**src/rtl/ex_div.sv**
```systemverilog
// ex_div: iterative radix-2 restoring divider for the EX stage.
// One quotient bit per cycle, signed or unsigned, with divide-by-zero and
// annul (flush) handling. Returns {remainder, quotient} for HI/LO writeback.
//
// Handshake: EX raises start_i with the operands and holds it until it sees
// ready_o. ready_o/result_o are valid together for as long as start_i stays
// high in END. Dropping start_i (or raising annul_i) returns to FREE.
// annul_i always wins over start_i.
module ex_div #(
  parameter int WIDTH = 32,
  parameter int CNT_W = 6
) (
  input  logic                 clk,
  input  logic                 rst,
  input  logic                 signed_div_i,
  input  logic [WIDTH-1:0]     opdata1_i,
  input  logic [WIDTH-1:0]     opdata2_i,
  input  logic                 start_i,
  input  logic                 annul_i,
  output logic [2*WIDTH-1:0]   result_o,
  output logic                 ready_o,
  output logic                 stallreq_o,
  output logic [1:0]           state_o
);

  typedef enum logic [1:0] {
    FREE    = 2'd0,
    BY_ZERO = 2'd1,
    ON      = 2'd2,
    END     = 2'd3
  } state_t;

  localparam logic [WIDTH-1:0] ONE      = WIDTH'(1);
  localparam logic [WIDTH-1:0] ALL_ONES = '1;
  localparam logic [CNT_W-1:0] LAST_CNT = CNT_W'(WIDTH - 1);

  state_t             state;
  logic [CNT_W-1:0]   cnt;
  logic [WIDTH-1:0]   dvd;   // dividend shifting out, quotient shifting in
  logic [WIDTH-1:0]   dvs;   // latched (absolute) divisor
  logic [WIDTH-1:0]   rem;   // running partial remainder
  logic               dvd_neg;
  logic               dvs_neg;

  logic [WIDTH-1:0]   op1_abs;
  logic [WIDTH-1:0]   op2_abs;
  logic [WIDTH:0]     shifted;
  logic [WIDTH+1:0]   diff;
  logic               borrow;
  logic [WIDTH-1:0]   rem_nxt;
  logic [WIDTH-1:0]   quo_nxt;
  logic [WIDTH-1:0]   q_fix;
  logic [WIDTH-1:0]   r_fix;

  assign state_o    = state;
  assign stallreq_o = start_i & ~ready_o & ~annul_i;

  // Operand magnitudes and one restoring step with the final sign fix.
  // The shifted remainder keeps its top bit so unsigned divisors with the
  // MSB set still divide correctly; the subtract is widened to see the borrow.
  always_comb begin
    op1_abs = (signed_div_i && opdata1_i[WIDTH-1]) ? (~opdata1_i + ONE) : opdata1_i;
    op2_abs = (signed_div_i && opdata2_i[WIDTH-1]) ? (~opdata2_i + ONE) : opdata2_i;
    shifted = {rem, dvd[WIDTH-1]};
    diff    = {1'b0, shifted} - {2'b00, dvs};
    borrow  = diff[WIDTH+1];
    rem_nxt = borrow ? shifted[WIDTH-1:0] : diff[WIDTH-1:0];
    quo_nxt = {dvd[WIDTH-2:0], ~borrow};
    q_fix   = (dvd_neg ^ dvs_neg) ? (~quo_nxt + ONE) : quo_nxt;
    r_fix   = dvd_neg ? (~rem_nxt + ONE) : rem_nxt;
  end

  // Divider FSM: latch operands, iterate WIDTH steps, hold result until released.
  always_ff @(posedge clk) begin
    if (!rst) begin
      state    <= FREE;
      cnt      <= '0;
      result_o <= '0;
      ready_o  <= 1'b0;
      dvd      <= '0;
      dvs      <= '0;
      rem      <= '0;
      dvd_neg  <= 1'b0;
      dvs_neg  <= 1'b0;
    end else begin
      case (state)
        FREE: begin
          if (start_i && !annul_i) begin
            dvd_neg <= signed_div_i & opdata1_i[WIDTH-1];
            dvs_neg <= signed_div_i & opdata2_i[WIDTH-1];
            dvs     <= op2_abs;
            rem     <= '0;
            cnt     <= '0;
            if (opdata2_i == '0) begin
              // Keep the raw dividend: it is returned unchanged as remainder.
              dvd   <= opdata1_i;
              state <= BY_ZERO;
            end else begin
              dvd   <= op1_abs;
              state <= ON;
            end
          end
        end
        BY_ZERO: begin
          result_o <= {dvd, ALL_ONES};
          ready_o  <= 1'b1;
          state    <= END;
        end
        ON: begin
          if (annul_i) begin
            result_o <= '0;
            ready_o  <= 1'b0;
            state    <= FREE;
          end else begin
            dvd <= quo_nxt;
            rem <= rem_nxt;
            cnt <= cnt + CNT_W'(1);
            if (cnt == LAST_CNT) begin
              result_o <= {r_fix, q_fix};
              ready_o  <= 1'b1;
              state    <= END;
            end
          end
        end
        END: begin
          if (!start_i || annul_i) begin
            result_o <= '0;
            ready_o  <= 1'b0;
            state    <= FREE;
          end
        end
        default: state <= FREE;
      endcase
    end
  end

endmodule

```
**config.mk**
```make
export PLATFORM = sky130hd
export DESIGN_NAME = ex_div
export DESIGN_NICKNAME = d
export VERILOG_FILES = /design/src/rtl/ex_div.sv
export SDC_FILE = /design/constraint.sdc
export NUM_CORES = 1
export LEC_CHECK = 0
export BUFFER_PORTS_ARGS = -buffer_cell sky130_fd_sc_hd__buf_2
export CORE_MARGIN = 2
export CORE_UTILIZATION = 25
export DETAILED_ROUTE_END_ITERATION = 16
export PLACE_DENSITY = 0.51
export SETUP_SLACK_MARGIN = 0.05
export SYNTH_ARGS = -nofsm -noshare
export SYNTH_HDL_FRONTEND = slang
export SYNTH_SLANG_ARGS = --single-unit
```
**constraint.sdc**
```tcl
create_clock -name clk -period 11 [get_ports clk]
set_input_delay 1.1 -clock clk [delete_from_list [all_inputs] [get_ports clk]]
set_output_delay 1.1 -clock clk [all_outputs]
set_load 0.01 [all_outputs]
```
==> results.cfg, run 1 <==
[detailed_routing]
wl_per_cell_um = 18.18
detailedRoute.firstIterationViolations = 872
route.vias.total = 12280
via_per_inst = 5.156
drt-pass1-iter-count = 5
route.antenna.remaining_nets = 0
route.detailed.drc = 0
totalWireLength_um = 43300

[global_routing]
largest_net_degree_at_the_start_of_global_routing = 96
antenna_violations_before_repair = 3
globalRouteTotalUtil_pct = 16.83
grt_pass1_wl_um = 67240
number_of_global_route_vias_before_repair = 11730
grt_remaining_overflow = 0

[pwr]
vdd_ir_drop_max_v = 0.00009889
leakage_nw = 5.868
p_per_area_mw_per_mm2 = 119.2

[synth]
synth_compound_area_share_pct = 29.42
postSynthRegisterBits = 171
synth-warning-count = 0
synth_seq_area_share_pct = 27.70
yosys.cell_types.count = 83
synth_simple_gate_area_share_pct = 22.75
syn_inst = 1652
area_share_of_fa_ha_maj_cells_after_synthesis_pct = 3.907
synthFlopType = sky130_fd_sc_hd__dfxtp_1
yosys-mux-area-fraction_pct = 1.397
dominant_combinational_cell_family_by_area_after_synthesis = compound AO/OA/AOI/OAI gates
synth-xor-area-share_pct = 9.353
net_count_after_synthesis = 1759
postSynth.asyncResetShare_pct = 0
mappedNetlistArea_mm2 = 0.01236
synth-edff-count = 0
synth.avg_cell_area_um2 = 7.482

[placement]
detailed_place_hpwl_um = 32510
place.gp.congestion = 0.8951
post-place-cells = 2348
port_buffers = 136

[cts]
cts_buffers = 17
tritoncts = yes
cts_htree_levels = 4
clock_latency_ns = 0.45
max-clock-path-buffers = 2
ctsRootBufferMaster = sky130_fd_sc_hd__clkbuf_16
clock_input_transition_at_the_sequential_cells_of_the_worst_setup_and_hold_paths_ns = 0.08
ctsHoldBuffers = 0
cts.repair.resized = 0
post_cts.repair.setup_buffers = 0
cts_sinks = 171

[floorplanning]
core_mm2 = 0.04885
die_h_um = 226.4
die_w_um = 226.4
dieArea_mm2 = 0.05124
initial_utilization_pct = 25.30
io_pins = 137
floorplan.rows = 81

[timing]
rsz0062_at_grt = false
final.hold.worst_slack_ns = 0.4960
timing.final.crit_period_ns = 5.468
hold_violations = 0
fin_clk_skew_ns = 0.01416
setup_viol_count_final = 0
tightest_slew_ns = 1.152
max_freq_mhz = 182.9
relSlewSlack_pct = 22.97
setup-tns-final_ns = 0
timing.final.max_slew_violations = 0
layout_worst_path_cycle_share_pct = 49.71

[critical_path]
worstPathCellList = inv_1 -> ha_1 -> a21oi_1 -> o21ai_0 -> a2111oi_2 -> o311a_4 -> nand2_4 -> o21ai_0 -> ha_1 -> nor3b_1 -> nand3b_1 -> nor3_1 -> nand3_1 -> o41ai_2 -> nand4_1 -> nor3_2 -> a21oi_1 -> xor2_1 -> a31oi_1
timing.critical_path.slowest_stage_cell = sky130_fd_sc_hd__a2111oi_2
worst_r2r_path_depth = 19
critPathArrivalTime_ns = 5.85
critical_path.max_fanout = 52
crit_path_start_kind = flip-flop
setup.reg_to_reg.worst_slack_ns = 5.53
criticalPathCategory = reg2reg
worstSetupEndpointType = flip-flop
worstPathRequired_ns = 11.38
cpPeakStageDelay_ns = 0.60

[outcome]
outcome = completed

[job]
cap_violations = 0

[min_path]
timing.hold.worst_path_depth = 2
min_path_type = reg2reg

[cells_and_area]
final_core_utilization_pct = 28.87
finalNonFillerCells = 2382
layout-drive-gt1-share_pct = 13.05
syn2layout_area_growth_pct = 14.10
post_layout_net_count = 1810
==> cell usage after synthesis, types with 20 or more instances <==
cell type / instances / area share, %
sky130_fd_sc_hd__o211a_1: 36 / 2.9
sky130_fd_sc_hd__a21oi_1: 162 / 6.6
sky130_fd_sc_hd__dfxtp_1: 171 / 28
sky130_fd_sc_hd__or3_1: 25 / 1.3
sky130_fd_sc_hd__nand2_1: 154 / 4.7
sky130_fd_sc_hd__o21ai_0: 144 / 5.8
sky130_fd_sc_hd__ha_1: 37 / 3.7
sky130_fd_sc_hd__nor3_1: 33 / 1.3
sky130_fd_sc_hd__nor2_1: 145 / 4.4
sky130_fd_sc_hd__xor2_1: 70 / 5.0
sky130_fd_sc_hd__a31oi_1: 21 / 1.1
sky130_fd_sc_hd__and2_1: 38 / 1.9
sky130_fd_sc_hd__a211oi_1: 30 / 1.8
sky130_fd_sc_hd__clkbuf_1: 83 / 2.5
sky130_fd_sc_hd__nand3_1: 37 / 1.5
sky130_fd_sc_hd__xnor2_1: 62 / 4.4
sky130_fd_sc_hd__o211ai_1: 20 / 1.2
sky130_fd_sc_hd__inv_1: 52 / 1.6
sky130_fd_sc_hd__nor2b_1: 47 / 2.4
==> per-layer routing <==
| metal | global-route usage, % | part of all wire (%) | vias to the layer above |
|---|---|---|---|
| met2 | 28.51 | 48 | 260 |
| met3 | 2.333 | 3.7 | 56 |
| met1 | 21.62 | 45 | 5892 |
| li1 | - | - | 6072 |
| met4 | 6.346 | 3.0 | 2 |
| met5 | 0 | 0.028 | - |
==> kinds of logic after synthesis <==
| kind of cell | after synthesis |
|---|---|
| muxes | 17 |
| DFF | 171 |
| AOI/OAI and AO/OA | 559 |
| and+or+nand+nor | 564 |
| adders and majority gates | 38 |
| xor gates and xnor gates | 132 |
| buffers and inverters | 171 |
==> metrics by stage <==
step / setup slack, ns / total power (W) / cell area [µm²]
2_1_floorplan: 6.435 / 0.0009586 / 12360
3_3_place_gp: 5.778 / 0.001085 / 13520
3_5_place_dp: 5.675 / 0.001086 / 13520
4_1_cts: 5.587 / 0.001695 / 14100
5_1_grt: 5.069 / 0.001766 / 14100
6_report: 5.532 / 0.001681 / 14100
==> worst paths after layout <==
kind / from / to
worst max-delay path: dvs[18] / result_o[60]
worst min-delay path: result_o[38] / result_o[38]
worst max register to register: dvs[18] / result_o[60]
worst min register to register: result_o[38] / result_o[38]
==> flip-flops by register name, indices dropped and copies added, names as in the netlist <==
| signal | flops |
|---|---|
| result_o | 64 |
| cnt | 6 |
| dvs | 32 |
| rem | 32 |
| ready_o | 1 |
| dvd_neg | 1 |
| state_o | 2 |
| dvs_neg | 1 |
| dvd | 32 |
==> layout by cell type, fill, tap and decap left out, types with 36 or more instances in the layout <==
cell                      count
sky130_fd_sc_hd__o21ai_0    144
sky130_fd_sc_hd__dfxtp_1    171
sky130_fd_sc_hd__xor2_1      70
sky130_fd_sc_hd__nand3_1     37
sky130_fd_sc_hd__a21oi_1    162
sky130_fd_sc_hd__nand2_1    154
sky130_fd_sc_hd__inv_1       52
sky130_fd_sc_hd__nor2_1     143
sky130_fd_sc_hd__o211a_1     36
sky130_fd_sc_hd__nor2b_1     47
sky130_fd_sc_hd__buf_2      135
sky130_fd_sc_hd__xnor2_1     62
sky130_fd_sc_hd__ha_1        37
sky130_fd_sc_hd__and2_1      38
==> power breakdown <==
part | switching [W] | total (W) | internal (W)
clock network | 0.000295 | 0.000606 | 0.000311
registers | 0.0000325 | 0.000677 | 0.000645
logic | 0.000253 | 0.000397 | 0.000145
==> worst max-delay path: cells and delay by family, from the launching register on <==
kind / cells / cell delay [ns]
compound gates: 8 / 2.18
simple gates: 7 / 1.96
fa+ha+maj: 2 / 0.70
flops: 1 / 0.33
xor+xnor: 1 / 0.18
buf+inv: 1 / 0.05
==> cell type report <==
type	count	area (µm²)
antenna	2	5.005
clock buffer	19	452.9
clock inverter	13	125.1
fill	5394	34750
inverter	55	206.4
multi-input combinational	1310	8287
sequential	171	3423
tap	664	830.8
timing repair buffer	148	773.2
Power figures use the tool's default switching activity.
==> run 2: changes to the inputs <==
--- a/config.mk
+++ b/config.mk
@@ -5,11 +5,12 @@
 export SDC_FILE = /design/constraint.sdc
 export NUM_CORES = 1
 export LEC_CHECK = 0
+export ABC_AREA = 1
 export BUFFER_PORTS_ARGS = -buffer_cell sky130_fd_sc_hd__buf_2
 export CORE_MARGIN = 2
 export CORE_UTILIZATION = 25
 export DETAILED_ROUTE_END_ITERATION = 16
-export PLACE_DENSITY = 0.51
+export PLACE_DENSITY = 0.52
 export SETUP_SLACK_MARGIN = 0.05
 export SYNTH_ARGS = -nofsm -noshare
 export SYNTH_HDL_FRONTEND = slang
==> constraint.sdc (replaced) <==
create_clock -name clk -period 4.6 [get_ports clk]
set_input_delay 0.46 -clock clk [delete_from_list [all_inputs] [get_ports clk]]
set_output_delay 0.46 -clock clk [all_outputs]
set_load 0.01 [all_outputs]
==> run 2 against run 1 <==
Clock power is 150% higher; cell count is 29% higher; flip-flop and latch count stayed put; critical path type unchanged; final area is 10% higher; die area is 9.8% higher.
==> results.cfg, run 2 <==
[synth]
postSynth.asyncResetShare_pct = 0
synth.avg_cell_area_um2 = 5.984
synth-edff-count = 0
yosys.cell_types.count = 59
synth_seq_area_share_pct = 25.19
synth-warning-count = 0
synthFlopType = sky130_fd_sc_hd__dfxtp_1
synth.cells.most_frequent = sky130_fd_sc_hd__nand2_1 (597), sky130_fd_sc_hd__inv_1 (300), sky130_fd_sc_hd__a21oi_1 (215), sky130_fd_sc_hd__nor2_1 (215), sky130_fd_sc_hd__o21ai_0 (191)
synth.top_cell.area_share_pct = 25.19
cell_with_the_most_instances_after_synthesis = sky130_fd_sc_hd__nand2_1
postSynthRegisterBits = 171
post_synth_main_area_contributors = sky130_fd_sc_hd__dfxtp_1 (25%), sky130_fd_sc_hd__nand2_1 (16%), sky130_fd_sc_hd__inv_1 (8.3%), sky130_fd_sc_hd__a21oi_1 (7.9%), sky130_fd_sc_hd__o21ai_0 (7.0%)
mappedNetlistArea_mm2 = 0.01359
net_count_after_synthesis = 2378
post-synth-top-area-cell = sky130_fd_sc_hd__dfxtp_1
syn_inst = 2271

[job]
cap_violations = 0

[critical_path]
timing.critical_path.slowest_stage_cell = sky130_fd_sc_hd__ha_1
worstSetupEndpointType = flip-flop
worstPathRequired_ns = 5.00
criticalPathCategory = reg2reg
critPathArrivalTime_ns = 4.36
cpMostUsedCell = sky130_fd_sc_hd__nand2_1
critical_path.max_fanout = 22
rr_startpoint = dvs[11]
critical_path.startpoint = dvs[11]
setup.reg_to_reg.worst_slack_ns = 0.64
cpPeakStageDelay_ns = 0.35
crit_path_start_kind = flip-flop

[min_path]
hold_path.startpoint = opdata2_i[0]
min_path_type = in2reg

[pwr]
vdd_ir_drop_max_v = 0.0001755
power_w = 0.005530
leakage_nw = 7.459
p_per_area_mw_per_mm2 = 355.5

[outcome]
outcome = completed

[timing]
timing.final.max_slew_violations = 0
setup_viol_count_final = 0
hold_violations = 0
max_freq_mhz = 252.6
relSlewSlack_pct = 30.09
rsz0062_at_grt = false
fin_clk_skew_ns = 0.01090
layout_worst_path_cycle_share_pct = 86.07
final_worst_path_setup_slack_ns = 0.6407
timing.final.crit_period_ns = 3.959
tightest_slew_ns = 1.047
setup-tns-final_ns = 0

[cells_and_area]
commonest_non_fill_non_tap_cells_in_the_layout = sky130_fd_sc_hd__nand2_1 (597), sky130_fd_sc_hd__inv_1 (300), sky130_fd_sc_hd__a21oi_1 (215)
largest_reg_flops = 64
postLayoutCellArea_mm2 = 0.01556
syn2layout_area_growth_pct = 14.47
layout-drive-gt1-share_pct = 12.86
registers.top_by_ff_count = result_o
post_layout_net_count = 2466
finalNonFillerCells = 3068
mostFrequentLayoutCell = sky130_fd_sc_hd__nand2_1

[global_routing]
largest_net_degree_at_the_start_of_global_routing = 98
grt_remaining_overflow = 0
antenna_violations_before_repair = 1
number_of_global_route_vias_before_repair = 13980
grt_pass1_wl_um = 83930
globalRouteTotalUtil_pct = 19.40

[detailed_routing]
totalWireLength_um = 55150
wl_per_cell_um = 17.98
route.detailed.drc = 0
route.vias.total = 15020
detailedRoute.firstIterationViolations = 1331
via_per_inst = 4.894
route.antenna.remaining_nets = 0
drt-pass1-iter-count = 5

[cts]
cts_htree_levels = 4
max-clock-path-buffers = 2
cts_sinks = 171
clock_input_transition_at_the_sequential_cells_of_the_worst_setup_and_hold_paths_ns = 0.07
ctsRootBufferMaster = sky130_fd_sc_hd__clkbuf_16
cts_buffers = 17
clock_latency_ns = 0.47
cts.repair.resized = 0
post_cts.repair.setup_buffers = 0
tritoncts = yes
ctsHoldBuffers = 0

[floorplanning]
dieArea_mm2 = 0.05624
die_h_um = 237.2
initial_utilization_pct = 25.25
die_w_um = 237.2
floorplan.rows = 85
io_pins = 137
core_mm2 = 0.05381

[placement]
place.gp.congestion = 0.9445
detailed_place_hpwl_um = 43210
postPlaceCellArea_mm2 = 0.01496
port_buffers = 136
detailedPlace.worstSlack_ns = 0.6328
post-place-cells = 3036
run 2: cell types whose count changed after synthesis, sizes merged, moves of 25 or more:
cell / before / now
nand2: 156 / 629
nor2b: 47 / 0
o211a: 36 / 0
and2: 38 / 1
or3: 25 / 0
a21oi: 162 / 218
nand3: 37 / 138
inv: 53 / 312
o21ai: 151 / 212
nor2: 146 / 237
a211oi: 30 / 2
xnor2: 62 / 11
run 2: metrics by stage:
stage	hold WS (ns)	util (%)
2_1_floorplan	0.4513	-
3_3_place_gp	0.4654	27.81
3_5_place_dp	0.4748	27.81
4_1_cts	0.2688	28.89
5_1_grt	0.2812	28.90
6_report	0.2807	28.91
run 2: kinds of logic after synthesis:
| logic type | share of synthesized area, % |
|---|---|
| simple gates | 35.05 |
| buf+inv | 11.77 |
| mux | 0.07365 |
| compound gates | 20.37 |
| fa+ha+maj | 3.554 |
| xor+xnor | 3.996 |
| flops | 25.19 |
run 2: worst max-delay path, delay by kind of cell, from the launching register on:
family | cells | cell delay (ns)
fa+ha+maj | 2 | 0.54
flops | 1 | 0.32
compound gates | 6 | 0.88
buf+inv | 5 | 0.42
simple gates | 15 | 1.73
run 2: report_power, final:
part	internal, W	switching [W]	total, W
Clock	0.000820	0.000691	0.00151
Sequential	0.00165	0.000166	0.00182
Combinational	0.000668	0.00153	0.00220
run 2: final timing paths:
kind                                endpoint  cells after the start
worst min register to register        cnt[2]                      2
worst max register to register  result_o[30]                     28
worst min-delay path                  dvs[0]                      3
worst max-delay path            result_o[30]                     28
run 2: final cells by class:
class,instances,area [µm²]
Antenna cell,1,2.502
Clock buffer,19,442.9
Clock inverter,12,140.1
Fill cell,6094,38260
Inverter,316,1189
Multi-Input combinational cell,1692,8608
Sequential cell,171,3423
Tap cell,696,870.8
Timing Repair Buffer,161,880.8
run 2: layer usage:
metal,part of all wire (%),vias up,wire length (µm),global-route usage [%]
met5,0,-,0,0
met4,1.4,0,760,4.098
met3,5.1,41,2822,2.485
met2,46,410,25230,31.93
met1,48,7016,26340,27.11
li1,-,7548,-,-
